[config.mk]
export PLATFORM = sky130hd
export DESIGN_NAME = square_add
export DESIGN_NICKNAME = d
export VERILOG_FILES = /design/src/rtl/square_add.sv
export SDC_FILE = /design/constraint.sdc
export NUM_CORES = 1
export LEC_CHECK = 0
export BUFFER_PORTS_ARGS = -buffer_cell sky130_fd_sc_hd__buf_2
export CAP_MARGIN = 20
export CORE_ASPECT_RATIO = 2
export CORE_UTILIZATION = 43
export DETAILED_ROUTE_END_ITERATION = 10
export GPL_TIMING_DRIVEN = 0
export HOLD_SLACK_MARGIN = 0.08
export PLACE_DENSITY = 0.71
export SLEW_MARGIN = 20
export SYNTH_ARGS = -nofsm -noshare
export SYNTH_HDL_FRONTEND = slang
export SYNTH_SLANG_ARGS = --single-unit
[constraint.sdc]
create_clock -name clk -period 7.3 [get_ports clk]
set_input_delay 0.365 -clock clk [delete_from_list [all_inputs] [get_ports clk]]
set_output_delay 0.365 -clock clk [all_outputs]
set_load 0.02 [all_outputs]
[src/rtl/square_add.sv]
// Iterative squarer: computes Q*Q + remainder one multiplier bit per clock
// and flags whether the reconstructed radicand equals the reference D.
module square_add #(
    parameter int DW = 16
) (
    input  logic            clk,
    input  logic            reset,
    input  logic            start,
    input  logic [DW-1:0]   Q,
    input  logic [DW-1:0]   remainder,
    input  logic [DW-1:0]   D,
    output logic [2*DW-1:0] result,
    output logic            match,
    output logic            busy,
    output logic            ready
);

    localparam int CW = $clog2(DW + 1);

    typedef enum logic [1:0] {
        IDLE,
        CALC,
        DONE
    } state_t;

    state_t          state, state_next;
    logic [2*DW-1:0] acc, mcand, acc_sum;
    logic [DW-1:0]   mult, dref;
    logic [CW-1:0]   cnt;
    logic            last_iter;

    assign last_iter = (cnt == CW'(1));
    assign acc_sum   = mult[0] ? (acc + mcand) : acc;

    // NOTE: state registers use non-blocking assignments so every flop samples
    // pre-edge values; blocking here would create order-dependent simulation.
    always_ff @(posedge clk or negedge reset) begin
        if (!reset) state <= IDLE;
        else        state <= state_next;
    end

    always_comb begin
        state_next = state;
        busy       = 1'b0;
        ready      = 1'b0;
        case (state)
            IDLE: if (start) state_next = CALC;
            CALC: begin
                busy = 1'b1;
                if (last_iter) state_next = DONE;
            end
            DONE: begin
                busy       = 1'b1;
                ready      = 1'b1;
                state_next = IDLE;
            end
            default: state_next = IDLE;
        endcase
    end

    // Operands are frozen at accept; the bus is ignored until the next IDLE.
    always_ff @(posedge clk or negedge reset) begin
        if (!reset) begin
            acc    <= '0;
            mcand  <= '0;
            mult   <= '0;
            dref   <= '0;
            cnt    <= '0;
            result <= '0;
            match  <= 1'b0;
        end else begin
            case (state)
                IDLE: if (start) begin
                    acc   <= {{DW{1'b0}}, remainder};
                    mcand <= {{DW{1'b0}}, Q};
                    mult  <= Q;
                    dref  <= D;
                    cnt   <= CW'(DW);
                end
                CALC: begin
                    acc   <= acc_sum;
                    mcand <= mcand << 1;
                    mult  <= mult >> 1;
                    cnt   <= cnt - CW'(1);
                    if (last_iter) begin
                        result <= acc_sum;
                        match  <= (acc_sum == {{DW{1'b0}}, dref});
                    end
                end
                default: ;
            endcase
        end
    end

endmodule

==> flow_summary.html <==
<table>
<tr><th>Metric</th><th>Value</th></tr>
<tr><th colspan="2">Yosys</th></tr>
<tr><td>Async set or reset register ratio after synthesis</td><td>1.00</td></tr>
<tr><td>Number of synthesized flops with an enable pin</td><td>0</td></tr>
<tr><td>Post-synth top area share</td><td>0.419</td></tr>
<tr><td>Number of unique standard cell types used by synthesis</td><td>between 60 and 70</td></tr>
<tr><td>Post-Syn Area</td><td>between 8000 and 9000 sq um</td></tr>
<tr><td>Leading register cell type out of synthesis</td><td>dfrtp_1</td></tr>
<tr><td>Warnings from Yosys</td><td>0</td></tr>
<tr><td>Post-Syn Area per Cell</td><td>~9.2 sq um</td></tr>
<tr><td>Synthesized instance count</td><td>~880</td></tr>
<tr><td>Dominant cell type by area after synthesis</td><td>dfrtp_1</td></tr>
<tr><td>Ranking of synthesized cells by area</td><td>dfrtp_1 42%, o21ai_0 6.4%, ha_1 5.5%</td></tr>
<tr><td>Register bit total from synthesis</td><td>136</td></tr>
<tr><td>Sequential fraction of the synthesis area</td><td>0.419</td></tr>
<tr><td>Syn_nets</td><td>approximately 970</td></tr>
<tr><th colspan="2">Timing</th></tr>
<tr><td>Worst setup slack after layout</td><td>3.52 ns</td></tr>
<tr><td>Count of pins over their slew limit</td><td>0</td></tr>
<tr><td>Hold violation count in the final report</td><td>0</td></tr>
<tr><td>Highest attainable clock frequency</td><td>between 0.2 and 0.3 GHz</td></tr>
<tr><td>Fin crit period</td><td>about 3.8 ns</td></tr>
<tr><td>Final total negative setup slack</td><td>0 ns</td></tr>
<tr><td>Max-Slew Margin vs Limit</td><td>0.432</td></tr>
<tr><td>Crit share post-route</td><td>0.518</td></tr>
<tr><td>Clk_skew</td><td>~0.011 ns</td></tr>
<tr><td>Worst hold slack across all endpoints</td><td>0.163 ns</td></tr>
<tr><td>Setup repair after global routing missed its margin</td><td>no</td></tr>
<tr><td>Tightest Pin Transition</td><td>0.851 ns</td></tr>
<tr><td>Endpoints failing setup</td><td>0</td></tr>
<tr><th colspan="2">Die</th></tr>
<tr><td>X dimension of the die</td><td>99.2 microns</td></tr>
<tr><td>Effective utilization at floorplan</td><td>0.442</td></tr>
<tr><td>Placement row count</td><td>70</td></tr>
<tr><td>Area enclosed by the die boundary</td><td>between 15000 and 20000 sq um</td></tr>
<tr><td>Number of placed I/O pins</td><td>86</td></tr>
<tr><td>Die height</td><td>196 microns</td></tr>
<tr><td>Area of the core region</td><td>approximately 18000 sq um</td></tr>
<tr><th colspan="2">Placed design</th></tr>
<tr><td>Detailed-placement wirelength estimate</td><td>roughly 21000 microns</td></tr>
<tr><td>Number of port buffers</td><td>85</td></tr>
<tr><td>Worst slack after detailed placement</td><td>approximately 3.5 ns</td></tr>
<tr><td>Final weighted congestion in routability-driven placement</td><td>just under 1</td></tr>
<tr><th colspan="2">Pwr</th></tr>
<tr><td>Areal power density over the cells</td><td>between 500 and 600 nW/um^2</td></tr>
<tr><td>Sw Ratio</td><td>0.497</td></tr>
<tr><td>Cell internal power dissipation</td><td>approximately 2.7 mW</td></tr>
<tr><td>VDD IR max</td><td>between 0.0002 and 0.00025 V</td></tr>
<tr><td>Part of the total power dissipated in the clock network</td><td>0.155</td></tr>
<tr><td>Part of the total power dissipated in combinational logic</td><td>0.583</td></tr>
<tr><td>Leakage power figure</td><td>around 4.3 nW</td></tr>
<tr><td>Total net switching power</td><td>2.65 mW</td></tr>
<tr><td>Power share of the sequential group</td><td>0.262</td></tr>
<tr><td>Overall power after layout</td><td>5.34 mW</td></tr>
<tr><th colspan="2">Setup path</th></tr>
<tr><td>Critical path class</td><td>reg -&gt; reg</td></tr>
<tr><td>Startpoint Class</td><td>flop</td></tr>
<tr><td>Setup crit end kind</td><td>flop</td></tr>
<tr><td>Arr. time, crit path</td><td>a little over 4 ns</td></tr>
<tr><td>Data required time of the critical path</td><td>7.67 ns</td></tr>
<tr><td>Slowest Stage Delay on Critical Path</td><td>~0.48 ns</td></tr>
<tr><td>Largest fanout of any net on the critical path</td><td>3</td></tr>
<tr><td>Highest-delay cell along the critical path</td><td>mux2i_1</td></tr>
<tr><td>Critical Path, Cell by Cell</td><td>ha_1 -&gt; fa_1 -&gt; a211oi_1 -&gt; o211ai_1 -&gt; a31oi_2 -&gt; o21ai_1 -&gt; a21oi_1 -&gt; xnor2_1 -&gt; mux2i_1 -&gt; nand2_1 -&gt; nor4_1 -&gt; a41o_1</td></tr>
<tr><th colspan="2">Clock tree</th></tr>
<tr><td>Clock transition at the registers of the reported paths</td><td>around 0.06 ns</td></tr>
<tr><td>Htree depth</td><td>4</td></tr>
<tr><td>CTS Root Buffer Type</td><td>clkbuf_16</td></tr>
<tr><td>Number of clock sinks seen by CTS</td><td>between 100 and 150</td></tr>
<tr><td>CTS resizes</td><td>0</td></tr>
<tr><td>Num CTS Buffers</td><td>17</td></tr>
<tr><td>Max Buffers Root-to-Sink</td><td>2</td></tr>
<tr><td>CTS tree</td><td>built</td></tr>
<tr><td>Hold_buf cts</td><td>1</td></tr>
<tr><td>Number of buffers inserted by post-CTS setup repair</td><td>0</td></tr>
<tr><td>Worst-Skew Late Latency</td><td>0.43 ns</td></tr>
<tr><th colspan="2">Run status</th></tr>
<tr><td>Run status</td><td>completed</td></tr>
<tr><th colspan="2">Routing</th></tr>
<tr><td>Count of TritonRoute iterations in the first routing pass</td><td>5</td></tr>
<tr><td>DRT Wirelength</td><td>approximately 26000 microns</td></tr>
<tr><td>DR vias/cell</td><td>6.01</td></tr>
<tr><td>Total number of vias</td><td>about 7300</td></tr>
<tr><td>First-iteration detailed-routing DRC count</td><td>roughly 440</td></tr>
<tr><td>Drt wl/cell</td><td>21.5 microns</td></tr>
<tr><td>Antenna-violating nets left</td><td>0</td></tr>
<tr><td>DR DRC count</td><td>0</td></tr>
<tr><th colspan="2">GRT</th></tr>
<tr><td>Total global routing overflow</td><td>0</td></tr>
<tr><td>GR Util met1</td><td>0.257</td></tr>
<tr><td>Global-route wire length before repair</td><td>40700 microns</td></tr>
<tr><td>Most heavily used metal layer in global routing</td><td>met2</td></tr>
<tr><td>Pin count of the biggest net entering global routing</td><td>71</td></tr>
<tr><td>Total routing usage reported by global routing</td><td>0.283</td></tr>
<tr><td>Fraction of met2 tracks used by global routing</td><td>0.514</td></tr>
<tr><td>Number of global-route vias before repair</td><td>between 7000 and 8000</td></tr>
<tr><td>Met3 Usage GRT</td><td>0.0401</td></tr>
<tr><td>Initial antenna violation count</td><td>0</td></tr>
<tr><th colspan="2">Worst hold path</th></tr>
<tr><td>Worst hold path type</td><td>in -&gt; reg</td></tr>
<tr><th colspan="2">Job</th></tr>
<tr><td>Number of violations of the max-capacitance limit</td><td>0</td></tr>
<tr><th colspan="2">Layout</th></tr>
<tr><td>Antenna diode instance count</td><td>0</td></tr>
<tr><td>FF+latch area</td><td>between 3000 and 4000 sq um</td></tr>
<tr><td>Area of the multi-input gates</td><td>roughly 4400 sq um</td></tr>
<tr><td>Layout overhead on the synthesized area</td><td>16.2%</td></tr>
<tr><td>Layout fillers</td><td>1792</td></tr>
<tr><td>Fraction of layout cells with a size suffix above 1</td><td>0.174</td></tr>
<tr><td>Number of nets in the layout</td><td>1077</td></tr>
</table>
[placed cells by master (no fill, tap or decap), drive strengths merged, types with 3 or more instances in the layout]
cell and n:
buf 104, and2 4, nor2 31, ha 36
o21a 7, o21ai 108, xor2 15, mux2 29
nand3b 3, xnor2 38, o21bai 4, nand4 15
nand3 14, clkinv 5, a21oi 82, mux2i 25
a31oi 4, a21o 14, clkbuf 57, a22o 19
clkinvlp 4, nor3 11, nand2 117, o221ai 3
nand2b 5, a211oi 5, inv 21, o211ai 5
dfrtp 136, nor2b 17, o22ai 21, and3 4
[worst max-delay path, delay by kind of cell (launching register included)]
| family | cells | cell delay (ns) |
|---|---|---|
| XOR/XNOR | 1 | 0.11 |
| adder cells (fa/ha/maj) | 2 | 0.71 |
| flip-flops | 1 | 0.47 |
| multiplexers | 1 | 0.48 |
| AO/OA/AOI/OAI | 6 | 1.48 |
| AND/OR/NAND/NOR | 2 | 0.48 |
[power groups by stage]
stage / Clock (mW) / Combinational [mW] / Sequential (mW)
5_1_grt: 0.864 / 3.40 / 1.43
4_1_cts: 0.835 / 3.09 / 1.39
3_3_place_gp: 0 / 3.02 / 1.39
2_1_floorplan: 0 / 2.13 / 1.35
6_report: 0.826 / 3.11 / 1.40
3_5_place_dp: 0 / 3.07 / 1.40
[layout make-up]
class | count | share of cell area
Clock buffer | 21 | 0.0498
Tap cell | 216 | 0.0286
Clock inverter | 11 | 0.0103
Multi-Input combinational cell | 673 | 0.468
Buffer | 54 | 0.0248
Timing Repair Buffer | 87 | 0.0501
Sequential cell | 136 | 0.361
Inverter | 20 | 0.00795
[cell usage after synthesis (all sizes together), types with 3 or more instances]
| master | n |
|---|---|
| a211oi | 5 |
| a21o | 14 |
| a21oi | 82 |
| a22o | 19 |
| a31oi | 4 |
| and2 | 4 |
| and3 | 4 |
| buf | 18 |
| clkbuf | 36 |
| dfrtp | 136 |
| ha | 36 |
| inv | 20 |
| mux2 | 29 |
| mux2i | 25 |
| nand2 | 117 |
| nand2b | 5 |
| nand3 | 14 |
| nand3b | 3 |
| nand4 | 15 |
| nor2 | 31 |
| nor2b | 17 |
| nor3 | 11 |
| o211ai | 5 |
| o21a | 7 |
| o21ai | 108 |
| o21bai | 4 |
| o221ai | 3 |
| o22ai | 21 |
| xnor2 | 38 |
| xor2 | 15 |
[routing by layer]
metal,up-vias,part of all wire
met4,0,0.11
met1,3538,0.32
met3,125,0.032
li1,3405,-
met5,-,0
met2,252,0.54
[flip-flops by register name, summed over array words and instances, names as in the netlist]
| signal | cells |
|---|---|
| cnt | 5 |
| dref | 16 |
| state | 2 |
| match | 1 |
| acc | 32 |
| mult | 16 |
| result | 32 |
| mcand | 32 |
[worst paths after layout]
kind	startpoint	to	slack, ns	cells after the start
setup / recovery	mcand[0]	match	3.52	12
hold / removal	D[3]	dref[3]	0.16	2
setup reg to reg	mcand[0]	match	3.52	12
hold reg to reg	result[29]	result[29]	0.47	2
max in group asynchronous	reset	acc[19]	6.11	3
min in group asynchronous	reset	result[5]	0.45	2
[cells by family (layout without fill, tap and decap cells)]
kind of cell | count (synthesis) | after routing | synth area share
compound gates | 295 | 295 | 0.224
simple gates | 234 | 234 | 0.133
flops | 136 | 136 | 0.419
buf+inv | 74 | 193 | 0.0381
mux | 54 | 54 | 0.0710
xor+xnor | 53 | 53 | 0.0572
fa+ha+maj | 37 | 37 | 0.0579
[metrics by stage]
| stage | cells | util | instance area, sq um |
|---|---|---|---|
| final | 1218 | 0.513 | 9440 |
| after detailed placement | 1185 | 0.481 | 8850 |
| after CTS | 1218 | 0.513 | 9430 |
| after global placement | 1184 | 0.479 | 8820 |
| after global routing | 1218 | 0.513 | 9440 |
| after floorplan | 883 | - | 8120 |
Note: power is estimated with default switching activity, not from simulation.
